--- src/rtl/doc_pkg.sv ---
// Shared constants and FSM state type for the document-to-UART dump path.
package doc_pkg;

  localparam int         DOC_ADDR_W  = 9;
  localparam int         DOC_DEPTH   = 512;
  localparam int         DOC_ROW_LEN = 32;
  localparam logic [7:0] CHAR_NL     = 8'h0A;
  localparam logic [7:0] CHAR_SPACE  = 8'h20;

  typedef enum logic [2:0] {IDLE, RD, TX, NL, FIN} doc_state_t;

  // Empty RAM cells print as a visible filler instead of a NUL byte.
  function automatic logic [7:0] fill_map(input logic [7:0] b, input logic [7:0] fill);
    return (b == 8'h00) ? fill : b;
  endfunction

endpackage

--- src/rtl/doc_port_mux.sv ---
// Editor-priority mux for the document RAM's single port; rd_grant tells the
// scheduler its read address actually reached the RAM this cycle.
module doc_port_mux
  import doc_pkg::*;
#(
  parameter int ADDR_W = DOC_ADDR_W
) (
  input  logic              ed_we,
  input  logic [ADDR_W-1:0] ed_addr,
  input  logic [7:0]        ed_wdata,
  input  logic [ADDR_W-1:0] rd_ptr,
  output logic [ADDR_W-1:0] mem_addr,
  output logic              mem_we,
  output logic [7:0]        mem_wdata,
  output logic              rd_grant
);

  always_comb begin
    mem_addr  = rd_ptr;
    mem_we    = 1'b0;
    mem_wdata = 8'h00;
    rd_grant  = 1'b1;
    if (ed_we) begin
      mem_addr  = ed_addr;
      mem_we    = 1'b1;
      mem_wdata = ed_wdata;
      rd_grant  = 1'b0;
    end
  end

endmodule

--- src/rtl/doc_tx_scheduler.sv ---
// Dumps the document RAM byte by byte to the UART TX on a start pulse.
// Define ROW_NEWLINE_EN to insert 8'h0A after the last byte of every text row.
module doc_tx_scheduler
  import doc_pkg::*;
#(
  parameter int         ADDR_W    = DOC_ADDR_W,
  parameter int         DEPTH     = DOC_DEPTH,
  parameter int         ROW_LEN   = DOC_ROW_LEN,
  parameter logic [7:0] FILL_CHAR = CHAR_SPACE
) (
  input  logic              clk,
  input  logic              rst,
  input  logic              start,
  input  logic              ed_we,
  input  logic [ADDR_W-1:0] ed_addr,
  input  logic [7:0]        ed_wdata,
  output logic [ADDR_W-1:0] mem_addr,
  output logic              mem_we,
  output logic [7:0]        mem_wdata,
  input  logic [7:0]        mem_rdata,
  output logic [7:0]        tx_data,
  output logic              tx_valid,
  input  logic              tx_ready,
  output logic              busy,
  output logic              done
);

`ifdef ROW_NEWLINE_EN
  localparam bit NL_EN = 1'b1;
`else
  localparam bit NL_EN = 1'b0;
`endif

  localparam int                  ROW_BITS  = $clog2(ROW_LEN);
  localparam logic [ADDR_W-1:0]   LAST_ADDR = ADDR_W'(DEPTH - 1);
  localparam logic [ROW_BITS-1:0] ROW_LAST  = ROW_BITS'(ROW_LEN - 1);

  doc_state_t        state, state_n;
  logic [ADDR_W-1:0] rd_ptr, rd_ptr_n;
  logic [7:0]        tx_data_n;
  logic              tx_valid_n;
  logic              rd_grant;
  logic              hs;
  logic              last_byte;
  logic              row_end;

  doc_port_mux #(.ADDR_W(ADDR_W)) u_port_mux (
    .ed_we     (ed_we),
    .ed_addr   (ed_addr),
    .ed_wdata  (ed_wdata),
    .rd_ptr    (rd_ptr),
    .mem_addr  (mem_addr),
    .mem_we    (mem_we),
    .mem_wdata (mem_wdata),
    .rd_grant  (rd_grant)
  );

  assign hs        = tx_valid & tx_ready;
  assign last_byte = (rd_ptr == LAST_ADDR);
  assign row_end   = NL_EN && (rd_ptr[ROW_BITS-1:0] == ROW_LAST);
  assign busy      = (state != IDLE);
  assign done      = (state == FIN);

  // A read only counts in a cycle the editor left the port alone.
  always_comb begin
    state_n    = state;
    rd_ptr_n   = rd_ptr;
    tx_data_n  = tx_data;
    tx_valid_n = tx_valid;
    case (state)
      IDLE: begin
        if (start) begin
          rd_ptr_n = '0;
          state_n  = RD;
        end
      end
      RD: begin
        if (rd_grant) begin
          tx_data_n  = fill_map(mem_rdata, FILL_CHAR);
          tx_valid_n = 1'b1;
          state_n    = TX;
        end
      end
      TX: begin
        if (hs) begin
          tx_valid_n = 1'b0;
          if (row_end) begin
            tx_data_n  = CHAR_NL;
            tx_valid_n = 1'b1;
            state_n    = NL;
          end else if (last_byte) begin
            state_n = FIN;
          end else begin
            rd_ptr_n = rd_ptr + 1'b1;
            state_n  = RD;
          end
        end
      end
`ifdef ROW_NEWLINE_EN
      NL: begin
        if (hs) begin
          tx_valid_n = 1'b0;
          if (last_byte) begin
            state_n = FIN;
          end else begin
            rd_ptr_n = rd_ptr + 1'b1;
            state_n  = RD;
          end
        end
      end
`endif
      FIN:     state_n = IDLE;
      default: state_n = IDLE;
    endcase
  end

  always_ff @(posedge clk or posedge rst) begin
    if (rst) begin
      state    <= IDLE;
      rd_ptr   <= '0;
      tx_data  <= 8'h00;
      tx_valid <= 1'b0;
    end else begin
      state    <= state_n;
      rd_ptr   <= rd_ptr_n;
      tx_data  <= tx_data_n;
      tx_valid <= tx_valid_n;
    end
  end

endmodule

--- config.mk ---
export PLATFORM = sky130hd
export DESIGN_NAME = doc_tx_scheduler
export DESIGN_NICKNAME = d
export VERILOG_FILES = /design/src/rtl/doc_pkg.sv /design/src/rtl/doc_port_mux.sv /design/src/rtl/doc_tx_scheduler.sv
export SDC_FILE = /design/constraint.sdc
export NUM_CORES = 1
export LEC_CHECK = 0
export CAP_MARGIN = 20
export CELL_PAD_IN_SITES_DETAIL_PLACEMENT = 2
export CELL_PAD_IN_SITES_GLOBAL_PLACEMENT = 2
export CORE_ASPECT_RATIO = 1.1
export CORE_MARGIN = 2
export CORE_UTILIZATION = 23
export CTS_CLUSTER_SIZE = 16
export DETAILED_ROUTE_END_ITERATION = 7
export GPL_TIMING_DRIVEN = 0
export HOLD_SLACK_MARGIN = 0.02
export PLACE_DENSITY = 0.77
export SLEW_MARGIN = 0
export SYNTH_ARGS = -nofsm -noshare
export SYNTH_HDL_FRONTEND = slang
export SYNTH_SLANG_ARGS = --single-unit
--- constraint.sdc ---
create_clock -name clk -period 2.8 [get_ports clk]
set_clock_uncertainty 0.1 [all_clocks]
set_input_delay 0.56 -clock clk [delete_from_list [all_inputs] [get_ports clk]]
set_output_delay 0.56 -clock clk [all_outputs]
set_load 0.05 [all_outputs]
==> flow_summary.yaml <==
outcome:
  outcome: "finished, final reports clean"
clocking:
  cts_root_buf: "clkbuf_8"
  cts_tree: "done"
  cts_buffers: 3
  cts_sinks: 21
  post_cts_buffers: 0
  clk-insertion-delay-late_ps: 270
  htreeDepth: 1
  clkTransAtPathRegs_ps: 80
  clockBufferDepth: 2
synthesis:
  netlist_instances: 120
  syn_area_um2: 1210
  yosys.cell_types.count: 38
  ys_async_sr_fraction: 1.00
  syn_nets: 152
  synth.yosys.seq_area_share: 0.436
  syn_area_per_cell_um2: 10.1
  ys.flop_type: "dfrtp_1"
  synth-edff-count: 0
  synth.ff_latch_count: 21
  yosysWarnings: 0
routing:
  route.detailed.drc: 0
  wire_per_inst_um: 17.0
  avgViaCountPerCell: 5.03
  wl_um: 4070
  vias: 1201
  drtPass1Iterations: 4
  dr.first_iter.drc_count: 17
  ant_nets: 0
place:
  gp_congestion: 0.661
  dp_hpwl_um: 3200
  portBuffers: 57
final_layout:
  antenna_cells: 0
  final_common_cell: "clkdlybuf4s50_1"
  layout_common_cells: "clkdlybuf4s50_1 (43), dfrtp_1 (21), dlygate4sd2_1 (14)"
  drive_above_1_share: 0.133
  final_core_util: 0.373
  fin_nets: 214
  syn2layout_area_growth_pct: 55.8
global_route:
  grt_pass1_wl_um: 6730
  antenna_found_initial: 0
  grt_max_degree: 22
  grt_pass1_vias: 1399
  track_usage: 0.149
  gr-total-overflow: 0
job:
  drv_cap: 0
sta:
  finalSetupViolations: 0
  min_period_ps: 2640
  worst_slew_pin_slew_ps: 845
  rsz0062_at_grt: "no"
  finalMaxSlewViolations: 0
  max_freq_mhz: 379
  post-route-period-util: 0.942
  hold_viol: 0
  relSlewSlack: 0.436
  final.setup.tns_ps: 0
worst_hold_path:
  hold_path_class: "reg2reg"
power_and_ir_drop:
  combPwrFrac: 0.552
  p_clk_frac: 0.139
  power.leakage_nw: 0.813
  power_frac_seq: 0.309
  p_int_mw: 0.812
  swShare: 0.471
  switching_power_mw: 0.722
  powerDensity_nw_per_um2: 816
  ir_worst_vdd_uv: 470
die:
  die-area_um2: 5840
  rows: 27
  start_util: 0.240
  core-area_um2: 5030
  die_width_um: 73.0
  die_h_um: 80.0
  ioPinCount: 59
setup_path:
  crit_type: "in2out"
  cp.required_ps: 2140
  end_kind: "primary output"
  worstPathArrival_ps: 1980
  cp_max_fo: 10
  worst-r2r-setup-slack_ps: 430
  start_kind: "input pin"
## flip-flops by register name, summed over array words and instances (netlist names)
register	count
state	3
tx_valid	1
tx_data	8
rd_ptr	9
## worst max-delay path, cell delays in order
cell           delay, ps
clkbuf_1             270
clkbuf_1             340
mux2_2               380
dlygate4sd2_1        430
## logic make-up after synthesis
| group | count (synthesis) | share of synthesized area |
|---|---|---|
| compound gates | 26 | 0.147 |
| mux | 14 | 0.128 |
| simple gates | 44 | 0.218 |
| flops | 21 | 0.436 |
| buf+inv | 13 | 0.0508 |
| fa+ha+maj | 2 | 0.0207 |
## routing by layer
layer,vias to the layer above,routed length [um],GRT usage
li1,552,-,-
met1,588,1620,0.161
met2,56,2050,0.274
met3,5,357,0.0455
met4,0,47,0.0444
met5,-,0,0
## power groups by stage
stage / Sequential, mW / Combinational (mW) / Clock, mW
after floorplan: 0.690 / 0.339 / 0
after global placement: 0.468 / 0.849 / 0
after detailed placement: 0.479 / 0.865 / 0
after CTS: 0.476 / 0.859 / 0.217
after global routing: 0.489 / 0.892 / 0.235
final: 0.474 / 0.847 / 0.213
## through the flow
stage	std cells	instance area (um^2)	setup WS (ps)	total power [mW]	hold WS (ps)
CTS	239	1880	105	1.55	427
global route	239	1880	58.9	1.62	440
detailed placement	235	1850	-223	1.34	403
floorplan	120	1210	138	1.03	401
global placement	235	1850	-162	1.32	392
finish	239	1880	161	1.53	425
## cell usage after synthesis, types with 2 or more instances
cell type	number	share of area
dfrtp_1	21	0.44
mux2_2	11	0.10
nand2_1	11	0.034
and2_1	8	0.041
inv_1	6	0.019
o211ai_1	6	0.037
o21ai_0	5	0.021
a21oi_1	4	0.017
clkbuf_1	4	0.012
nand3_1	4	0.017
a21o_1	3	0.019
a31oi_1	3	0.016
mux2i_1	3	0.025
nor3_1	3	0.012
nor3b_1	3	0.019
ha_1	2	0.021
nor2_1	2	0.0062
## final cells by class
class / count / area, um^2
multi-input cells: 86 / 619
inverters: 6 / 22.5
flip-flops and latches: 21 / 526
fillers: 556 / 3150
clock buffers: 3 / 41.3
clock inverters: 1 / 5.00
well taps: 58 / 72.6
repair buffers: 57 / 553
plain buffers: 7 / 40.0
## timing repair
item,4_1_cts,5_1_grt
resized for setup,15,0
hold buffers,0,0
setup endpoints to repair,14,0
hold endpoints to repair,0,0
## path summary, 6_finish.rpt
check / start / to / cells after the start
min: tx_data[7] / tx_data[7] / 1
max reg2reg: rd_ptr[0] / rd_ptr[7] / 7
min reg2reg: tx_data[7] / tx_data[7] / 1
min in group asynchronous: rst / tx_data[6] / 2
max in group asynchronous: rst / rd_ptr[4] / 2
max: ed_we / mem_addr[5] / 4
No activity file was read; power rests on OpenSTA's default activity.
